--- src/rtl/phase_selector_pkg.sv ---
// Shared types and sizing helpers for the oversampling phase selector and its
// edge-histogram calibrator.
package phase_selector_pkg;

  localparam int GRP = 4;

  typedef enum logic [2:0] {
    S_IDLE,
    S_CLEAR,
    S_ACCUM,
    S_SEARCH,
    S_APPLY
  } cal_state_e;

  function automatic int clog2(input int v);
    int r;
    r = 0;
    for (int i = 0; i < 31; i++)
      if ((1 << i) < v) r = i + 1;
    return r;
  endfunction

  function automatic int cnt_w(input int win_log2);
    return win_log2 + 1;
  endfunction

  function automatic int tot_w(input int win_log2, input int w);
    return win_log2 + clog2(w) + 1;
  endfunction

endpackage

--- src/rtl/phase_edge_histogram.sv ---
// Per-position edge counters over one oversampled word plus a total edge count;
// all counters saturate and are cleared by reset or clr.
module phase_edge_histogram
  import phase_selector_pkg::*;
#(
  parameter int W        = 8,
  parameter int WIN_LOG2 = 10,
  parameter int CW       = cnt_w(WIN_LOG2),
  parameter int TW       = tot_w(WIN_LOG2, W)
) (
  input  logic                   CLK400,
  input  logic                   reset,
  input  logic                   clr,
  input  logic                   en,
  input  logic [W-1:0]           serin,
  input  logic [W-1:0]           serdel,
  output logic [W-1:0][CW-1:0]   cnt,
  output logic [TW-1:0]          total
);

  logic [W-1:0]  e;
  logic [TW-1:0] pc;
  logic [TW:0]   tsum;

  // Position 0 compares against the last sample of the previous word.
  assign e = serin ^ {serin[W-2:0], serdel[W-1]};

  always_comb begin
    pc = '0;
    for (int j = 0; j < W; j++) pc = pc + TW'(e[j]);
  end

  assign tsum = {1'b0, total} + {1'b0, pc};

  always_ff @(posedge CLK400) begin
    if (reset || clr) begin
      cnt   <= '0;
      total <= '0;
    end else if (en) begin
      for (int j = 0; j < W; j++)
        if (e[j] && (cnt[j] != {CW{1'b1}})) cnt[j] <= cnt[j] + 1'b1;
      total <= tsum[TW] ? {TW{1'b1}} : tsum[TW-1:0];
    end
  end

endmodule

--- src/rtl/phase_selector_cal.sv ---
// Oversampling phase selector: picks one of 2W phases from {serin, serdel}
// through a 3-stage one-hot/OR pipeline, with histogram-based phase calibration.
module phase_selector_cal
  import phase_selector_pkg::*;
#(
  parameter int W          = 8,
  parameter int PSW        = clog2(2 * W),
  parameter int WIN_LOG2   = 10,
  parameter int MIN_EDGES  = 16,
  parameter int INIT_PHASE = W / 2
) (
  input  logic           CLK400,
  input  logic           reset,
  input  logic [W-1:0]   serin,
  input  logic           mode_auto,
  input  logic [PSW-1:0] phsel_man,
  input  logic           cal_start,
  output logic           serout,
  output logic [PSW-1:0] phsel_act,
  output logic           cal_busy,
  output logic           cal_done,
  output logic           cal_fail
);

  localparam int P  = 2 * W;
  localparam int NG = P / GRP;
  localparam int SW = clog2(W);
  localparam int CW = cnt_w(WIN_LOG2);
  localparam int TW = tot_w(WIN_LOG2, W);

  logic [W-1:0]         serdel;
  logic [P-1:0]         ser, pos, stage1;
  logic [NG-1:0]        stage2, grp_or;
  logic                 stage3;
  logic [PSW-1:0]       phsel_cal;

  cal_state_e           state;
  logic [WIN_LOG2-1:0]  win_cnt;
  logic [SW-1:0]        sidx, jmax;
  logic [CW-1:0]        best;
  logic [W-1:0][CW-1:0] cnt;
  logic [TW-1:0]        total;
  logic [PSW-1:0]       jsum, ph_next;

  assign ser = {serin, serdel};

  always_comb begin
    grp_or = '0;
    for (int g = 0; g < NG; g++) grp_or[g] = |stage1[g*GRP +: GRP];
  end

  // pos is a single registered one-hot, so a phase change never ORs two taps.
  always_ff @(posedge CLK400) begin
    if (reset) begin
      serdel    <= '0;
      phsel_act <= PSW'(INIT_PHASE);
      pos       <= '0;
      stage1    <= '0;
      stage2    <= '0;
      stage3    <= 1'b0;
    end else begin
      serdel    <= serin;
      phsel_act <= mode_auto ? phsel_cal : phsel_man;
      pos       <= {{(P-1){1'b0}}, 1'b1} << phsel_act;
      stage1    <= ser & pos;
      stage2    <= grp_or;
      stage3    <= |stage2;
    end
  end

  assign serout = stage3;

  phase_edge_histogram #(
    .W(W), .WIN_LOG2(WIN_LOG2), .CW(CW), .TW(TW)
  ) u_hist (
    .CLK400 (CLK400),
    .reset  (reset),
    .clr    (state == S_CLEAR),
    .en     (state == S_ACCUM),
    .serin  (serin),
    .serdel (serdel),
    .cnt    (cnt),
    .total  (total)
  );

  // Sample half a bit away from the most frequent edge position.
  assign jsum    = PSW'(jmax) + PSW'(W / 2);
  assign ph_next = (jsum >= PSW'(W)) ? jsum - PSW'(W) : jsum;

  always_ff @(posedge CLK400) begin
    if (reset) begin
      state     <= S_IDLE;
      win_cnt   <= '0;
      sidx      <= '0;
      jmax      <= '0;
      best      <= '0;
      phsel_cal <= PSW'(INIT_PHASE);
      cal_fail  <= 1'b0;
      cal_done  <= 1'b0;
    end else begin
      cal_done <= (state == S_APPLY);
      case (state)
        S_IDLE:
          if (cal_start) begin
            state    <= S_CLEAR;
            cal_fail <= 1'b0;
          end
        S_CLEAR: begin
          win_cnt <= '0;
          state   <= S_ACCUM;
        end
        S_ACCUM: begin
          win_cnt <= win_cnt + 1'b1;
          if (win_cnt == {WIN_LOG2{1'b1}}) begin
            sidx  <= '0;
            state <= S_SEARCH;
          end
        end
        S_SEARCH: begin
          if ((sidx == '0) || (cnt[sidx] > best)) begin
            best <= cnt[sidx];
            jmax <= sidx;
          end
          sidx <= sidx + 1'b1;
          if (sidx == SW'(W - 1)) state <= S_APPLY;
        end
        S_APPLY: begin
          if (total < TW'(MIN_EDGES)) begin
            cal_fail <= 1'b1;
          end else begin
            phsel_cal <= ph_next;
            cal_fail  <= 1'b0;
          end
          state <= S_IDLE;
        end
        default: state <= S_IDLE;
      endcase
    end
  end

  assign cal_busy = (state != S_IDLE);

endmodule

--- config.mk ---
export PLATFORM = sky130hd
export DESIGN_NAME = phase_selector_cal
export DESIGN_NICKNAME = d
export VERILOG_FILES = /design/src/rtl/phase_selector_pkg.sv /design/src/rtl/phase_edge_histogram.sv /design/src/rtl/phase_selector_cal.sv
export SDC_FILE = /design/constraint.sdc
export NUM_CORES = 1
export LEC_CHECK = 0
export CAP_MARGIN = 0
export CORE_UTILIZATION = 55
export DETAILED_ROUTE_END_ITERATION = 10
export PLACE_DENSITY = 0.72
export SYNTH_ARGS = -nofsm -noshare
export SYNTH_HDL_FRONTEND = slang
export SYNTH_HIERARCHICAL = 1
export SYNTH_SLANG_ARGS = --single-unit
--- constraint.sdc ---
create_clock -name CLK400 -period 6.04 [get_ports CLK400]
set_input_delay 1.812 -clock CLK400 [delete_from_list [all_inputs] [get_ports CLK400]]
set_output_delay 1.812 -clock CLK400 [all_outputs]
set_load 0.01 [all_outputs]
==> results of run 1 <==
==> cells in the final DEF (no fill, tap or decap), types with 7 or more instances in the layout <==
cell	instances
or3_1	17
a311oi_1	9
a31oi_1	31
dfxtp_1	187
o21a_1	8
clkbuf_16	17
and2_1	25
or4_1	16
mux4_2	17
nor4_1	19
clkdlybuf4s50_1	23
and3_1	47
inv_12	7
buf_4	21
xor2_1	10
a211o_1	11
mux2i_1	18
o211a_1	10
o31ai_1	16
nand4_1	37
o21ai_0	48
nand2_1	74
nor2_1	73
ha_1	30
a21oi_1	65
and4_1	12
a211oi_1	12
nor2b_1	12
nor3_1	20
nand3_1	41
inv_1	47
==> worst min path at each step <==
stage,from,end
after floorplan,pos[10],stage1[10]
after global placement,pos[10],stage1[10]
after detailed placement,pos[10],stage1[10]
after CTS,pos[10],stage1[10]
after global routing,pos[14],stage1[14]
final,pos[14],stage1[14]
==> sequential cells by signal, summed over array words and instances, names as in the netlist, 4 cells and up <==
name / count
serdel: 8
win_cnt: 10
stage2: 4
phsel_cal: 4
u_hist/total: 14
u_hist/cnt: 88
pos: 16
best: 11
stage1: 16
phsel_act: 4
==> kinds of logic after synthesis <==
group                      count (synthesis)  synth area share, %
muxes                                     52                 8.97
AOI/OAI and AO/OA                        244                 16.9
adders and majority gates                 35                 5.03
and+or+nand+nor                          415                 23.5
DFF                                      187                 39.6
buffers and inverters                     98                 4.80
xor gates and xnor gates                  12                 1.19
==> cell type report <==
class,count,share of cell area (%)
Sequential cell,187,35.6
Clock buffer,17,4.04
Tap cell,220,2.61
Inverter,50,1.78
Multi-Input combinational cell,758,50.0
Clock inverter,15,2.14
Timing Repair Buffer,45,3.87
==> per-stage QoR <==
stage | area [um^2] | setup slack, ns | total power [mW] | utilization [%] | hold slack [ns]
6_report | 10500 | 0.475 | 2.81 | 63.0 | 0.427
5_1_grt | 10500 | 0.273 | 2.91 | 63.0 | 0.437
4_1_cts | 10500 | 0.472 | 2.82 | 63.0 | 0.431
3_5_place_dp | 9880 | 0.0233 | 1.62 | 59.1 | 0.412
3_3_place_gp | 9880 | 0.102 | 1.62 | 59.1 | 0.414
2_1_floorplan | 9460 | 0.554 | 1.53 | - | 0.406
==> power by group <==
group | internal, mW | total [mW] | switching [mW]
Combinational | 0.127 | 0.333 | 0.206
Sequential | 1.25 | 1.27 | 0.0176
Clock | 0.590 | 1.20 | 0.613
Total | 1.97 | 2.81 | 0.836
==> metal layers <==
layer	vias up	GRT usage (%)	part of all wire, %
met5	-	0	0.056
met4	2	10.9	2.4
met3	41	5.02	5.3
met2	237	42.8	46
met1	3886	35.6	46
li1	3948	-	-
==> results.sh, run 1 <==
export IMPL_status="finished, final reports clean"
export IMPL_vias=8114
export IMPL_grt_overflow=0
export IMPL_yosysSeqAreaShare_pct=39.6
export IMPL_num_rows=47
export IMPL_synth_common_cells="187 x dfxtp_1, 74 x nand2_1, 74 x nor2_1, 65 x a21oi_1, 48 x o21ai_0"
export IMPL_grt_pass1_vias=7403
export IMPL_syn_avg_cell_area_um2=9.07
export IMPL_setup_viol_count_final=0
export IMPL_grt_use_total_pct=26.7
export IMPL_finalSetupTns_ns=0
export IMPL_area_growth_syn_to_layout_pct=11.3
export IMPL_drc_errors=0
export IMPL_crit_path_cell_trace="clkdlybuf4s50_1 -> xor2_1 -> inv_1 -> fa_1 -> inv_1 -> ha_1 -> inv_1 -> fa_1 -> fa_1 -> fa_1 -> nand2b_1 -> a21o_1 -> or4_1 -> a31oi_1"
export IMPL_core_um2=16700
export IMPL_drv_slew=0
export IMPL_ys_seq_elements=187
export IMPL_crit_path_top_delay_cell="clkdlybuf4s50_1"
export IMPL_final_cell_count_no_fill=1292
export IMPL_crit_end="u_hist/total[10]"
export IMPL_path_buf_inv=4
export IMPL_powerDensity_nw_per_um2=267
export IMPL_clkSinkCount=187
export IMPL_seqCellArea_um2=3740
export IMPL_regToRegEndpoint="u_hist/total[10]"
export IMPL_cts_setup_buffers=0
export IMPL_portBuffers=23
export IMPL_reg2reg_depth=13
export IMPL_endpoint_kind="flip-flop"
export IMPL_reg2reg_slack_ns=1.99
export IMPL_place_congestion=0.869
export IMPL_finalClockSkew_ns=0.0150
export IMPL_yosys_area_top_type_share_pct=39.6
export IMPL_synth_area_um2=9460
export IMPL_dp_cells=1260
export IMPL_cp_data_arrival_time_ns=5.94
export IMPL_worstSkewPairLatency_ns=0.45
export IMPL_wl_per_cell_um=17.8
export IMPL_ys_async_sr_fraction_pct=0
export IMPL_routed_wirelength_um=23000
export IMPL_cts_tree="built"
export IMPL_critPathRequiredTime_ns=6.42
export IMPL_finalCritPeriodShare_pct=92.1
export IMPL_hold_path_class="flip-flop to flip-flop"
export IMPL_p_leak_nw=3.92
export IMPL_cp_startpoint="serin[0]"
export IMPL_critPathMaxStageDelay_ns=0.55
export IMPL_cts_made_buffers=17
export IMPL_ys_flop_type="dfxtp_1"
export IMPL_yosysTopAreaCell="dfxtp_1"
export IMPL_cp_depth=14
export IMPL_synth_edf_count=0
export IMPL_dieArea_um2=17700
export IMPL_yosysMostFrequentCell="dfxtp_1"
export IMPL_ir_drop_mv=0.213
export IMPL_critPathKind="input port to flip-flop"
export IMPL_grt_start_max_net_pins=70
export IMPL_grt_pass1_wl_um=37500
export IMPL_nets=1110
export IMPL_cts_htree_levels=4
export IMPL_die_w_um=133
export IMPL_post_cts_resized=0
export IMPL_r2r_start="serdel[7]"
export IMPL_period_minus_slack_ns=5.57
export IMPL_synth_nets=1094
export IMPL_fp_dieH_um=133
export IMPL_fmax_ghz=0.180
export IMPL_vias_per_cell=6.28
export IMPL_n_antenna_cell=0
export IMPL_first_iter_violations=691
export IMPL_clkTransAtPathRegs_ns=0.09
export IMPL_ioPinCount=24
export IMPL_grt_antenna_before_repair=1
export IMPL_hold_viol_final=0
export IMPL_ys_types=68
export IMPL_ys_warn_count=6
export IMPL_drive_gt1_share_pct=9.89
export IMPL_cp_max_fo=8
export IMPL_root_buffer="clkbuf_16"
export IMPL_drv_cap=0
export IMPL_cp_start_kind="input port"
export IMPL_multi_input_area_um2=5260
export IMPL_synth_top_cells_by_area="dfxtp_1 40%, mux4_2 4.0%, ha_1 4.0%"
export IMPL_maxSlewHeadroom_pct=33.1
export IMPL_rsz0062_at_grt="false"
export IMPL_drt_first_pass_iters=5
export IMPL_initial_core_util_pct=56.6
export IMPL_cpLargestDelayFamily="adder cells"
export IMPL_antenna_left=0
export IMPL_whs_path_depth=1
export IMPL_clockBufferDepth=2
export IMPL_syn_inst=1043
export IMPL_dpl_hpwl_um=16000
export IMPL_postCtsHoldBufs=0
export IMPL_cpMostUsedCell="fa_1"
export IMPL_n_fill_cell=1431
export IMPL_tightest_slew_ns=0.994
Power figures use the tool's default switching activity.
==> inputs of run 2 (changes only) <==
Settings changed: CELL_PAD_IN_SITES_DETAIL_PLACEMENT from default to 1, CELL_PAD_IN_SITES_GLOBAL_PLACEMENT from default to 1, CORE_UTILIZATION 55 to 48, CTS_CLUSTER_DIAMETER from default to 40, PLACE_DENSITY 0.72 to default, PLACE_DENSITY_LB_ADDON from default to 0.1.
Clock period 6.04 ns to 5.5 ns, I/O delays scaled along.
==> results.sh, run 2 (synthesis results as in run 1) <==
export IMPL_status="finished, final reports clean"
export IMPL_largest_registers="u_hist/cnt x88, pos x16, stage1 x16"
export IMPL_ioPinCount=24
export IMPL_clkSinkCount=187
export IMPL_power_frac_comb_pct=13.0
export IMPL_wl_per_cell_um=19.9
export IMPL_p_seq_share_pct=44.4
export IMPL_cts_made_buffers=17
export IMPL_worstSkewPairLatency_ns=0.45
export IMPL_crit_path_top_delay_cell="fa_1"
export IMPL_hold_viol_final=0
export IMPL_nets=1121
export IMPL_dp_cells=1311
export IMPL_largest_reg_flops=88
export IMPL_top_register="u_hist/cnt"
export IMPL_cts_setup_buffers=0
export IMPL_vias=8174
export IMPL_wl_met1_um=12600
export IMPL_grt_antenna_before_repair=0
export IMPL_n_fill_cell=2201
export IMPL_maxSlewHeadroom_pct=21.9
export IMPL_dpl_hpwl_um=19000
export IMPL_drc_errors=0
export IMPL_cp_start_kind="input port"
export IMPL_cp_max_fo=7
export IMPL_finalClockSkew_ns=0.0146
export IMPL_antenna_left=0
export IMPL_mostFrequentLayoutCells="187 x dfxtp_1, 74 x nand2_1, 73 x nor2_1"
export IMPL_powerDensity_nw_per_um2=295
export IMPL_pre_cts_slack_ns=-0.484
export IMPL_top_layer="met4"
export IMPL_grt_pass1_wl_um=43700
export IMPL_clockBufferDepth=2
export IMPL_crit_path_cell_trace="clkdlybuf4s50_1 -> xor2_1 -> inv_1 -> fa_1 -> inv_1 -> ha_1 -> inv_1 -> fa_2 -> fa_1 -> fa_2 -> nand2b_4 -> a21o_1 -> or4_1 -> a31oi_1"
export IMPL_dieArea_um2=20300
export IMPL_fmax_ghz=0.190
export IMPL_cp_data_arrival_time_ns=5.65
export IMPL_area_growth_syn_to_layout_pct=12.8
export IMPL_p_int_mw=2.18
export IMPL_worst_slack_ns=0.224
export IMPL_grt_pass1_vias=8207
export IMPL_core_um2=19000
export IMPL_cts_tree="built"
export IMPL_drv_cap=0
export IMPL_routed_wirelength_um=26700
export IMPL_tightest_slew_ns=1.16
export IMPL_critPathKind="input port to flip-flop"
export IMPL_grt_start_max_net_pins=54
export IMPL_final_common_cell="dfxtp_1"
export IMPL_portBuffers=23
export IMPL_hold_path_class="flip-flop to flip-flop"
export IMPL_cts_htree_levels=4
export IMPL_final_util_pct=56.1
export IMPL_grt_use_total_pct=27.8
export IMPL_ir_drop_mv=0.202
export IMPL_switchingPower_mw=0.966
export IMPL_grt_overflow=0
export IMPL_initial_core_util_pct=49.7
export IMPL_clkTransAtPathRegs_ns=0.09
export IMPL_critPathRequiredTime_ns=5.87
export IMPL_endpoint_kind="flip-flop"
export IMPL_final_cell_count_no_fill=1343
export IMPL_fp_dieH_um=142
export IMPL_wl_met2_um=12900
export IMPL_vias_per_cell=6.09
export IMPL_rsz0062_at_grt="false"
export IMPL_cpMostUsedCell="inv_1"
export IMPL_drive_gt1_share_pct=11.2
export IMPL_p_clk_share_pct=42.6
export IMPL_holdWs_ns=0.431
export IMPL_first_iter_violations=469
export IMPL_period_minus_slack_ns=5.28
export IMPL_drt_first_pass_iters=5
export IMPL_root_buffer="clkbuf_16"
export IMPL_n_antenna_cell=0
export IMPL_swShare_pct=30.7
export IMPL_critPathMaxStageDelay_ns=0.52
export IMPL_finalCritPeriodShare_pct=95.9
export IMPL_drv_slew=0
export IMPL_cpLargestDelayFamily="adder cells"
export IMPL_num_rows=50
export IMPL_finalSetupTns_ns=0
export IMPL_place_congestion=0.862
export IMPL_wl_met3_um=855
export IMPL_p_leak_nw=4.00
export IMPL_die_w_um=142
export IMPL_path_buf_inv=4
export IMPL_setup_viol_count_final=0
-- run 2: cell count changes in the layout (fill, tap and decap cells not counted), moves of 2 or more --
cell / change
clkdlybuf4s50_1: -3
fa_1: -2
fa_2: +2
dlymetal6s2s_1: +2
buf_4: +11
-- run 2: layer usage --
metal / global-route usage (%) / up-vias
li1: - / 3960
met1: 37.3 / 4063
met2: 46.3 / 125
met3: 3.80 / 26
met4: 8.38 / 0
met5: 0 / -
-- run 2: metrics by stage --
stage	total power [mW]	instance area, um^2
CTS	3.16	10700
global placement	1.80	10000
global route	3.27	10700
detailed placement	1.82	10000
floorplan	1.67	9460
finish	3.15	10700
-- run 2: repair_timing --
action	in CTS	in global routing
gates resized for setup	0	5
setup endpoints to repair	0	10
hold buffers	0	0
-- run 2: worst register-to-register path: stages, from the launching register on --
cell and delay, ns:
dfxtp_1 0.74, buf_4 0.29, buf_4 0.19, mux4_2 0.55
mux2_2 0.30, ha_1 0.20, a211oi_1 0.27, o211ai_1 0.23
a2111oi_4 0.75, a21oi_2 0.38, mux2_2 0.38
-- run 2: area by class of cell --
| type | instances | area [um^2] | share of cell area, % |
|---|---|---|---|
| Multi-Input combinational cell | 758 | 5280 | 49.4 |
| Sequential cell | 187 | 3740 | 35.1 |
| Timing Repair Buffer | 56 | 490 | 4.60 |
| Clock buffer | 17 | 425 | 3.99 |
| Tap cell | 260 | 325 | 3.05 |
| Clock inverter | 15 | 224 | 2.10 |
| Inverter | 50 | 188 | 1.76 |
-- run 2: path summary, 6_finish.rpt --
kind / startpoint / to / slack, ns / depth (start not counted)
setup / recovery: serin[1] / u_hist/total[10] / 0.22 / 14
hold / removal: pos[10] / stage1[10] / 0.43 / 1
setup reg to reg: sidx[0] / best[0] / 1.10 / 10
hold reg to reg: pos[10] / stage1[10] / 0.43 / 1
-- run 2: power groups by stage --
stage	sequential, mW	combinational, mW	clock, mW
finish	1.40	0.408	1.34
global route	1.40	0.446	1.42
CTS	1.40	0.402	1.36
detailed placement	1.43	0.392	0
global placement	1.43	0.374	0
floorplan	1.42	0.254	0
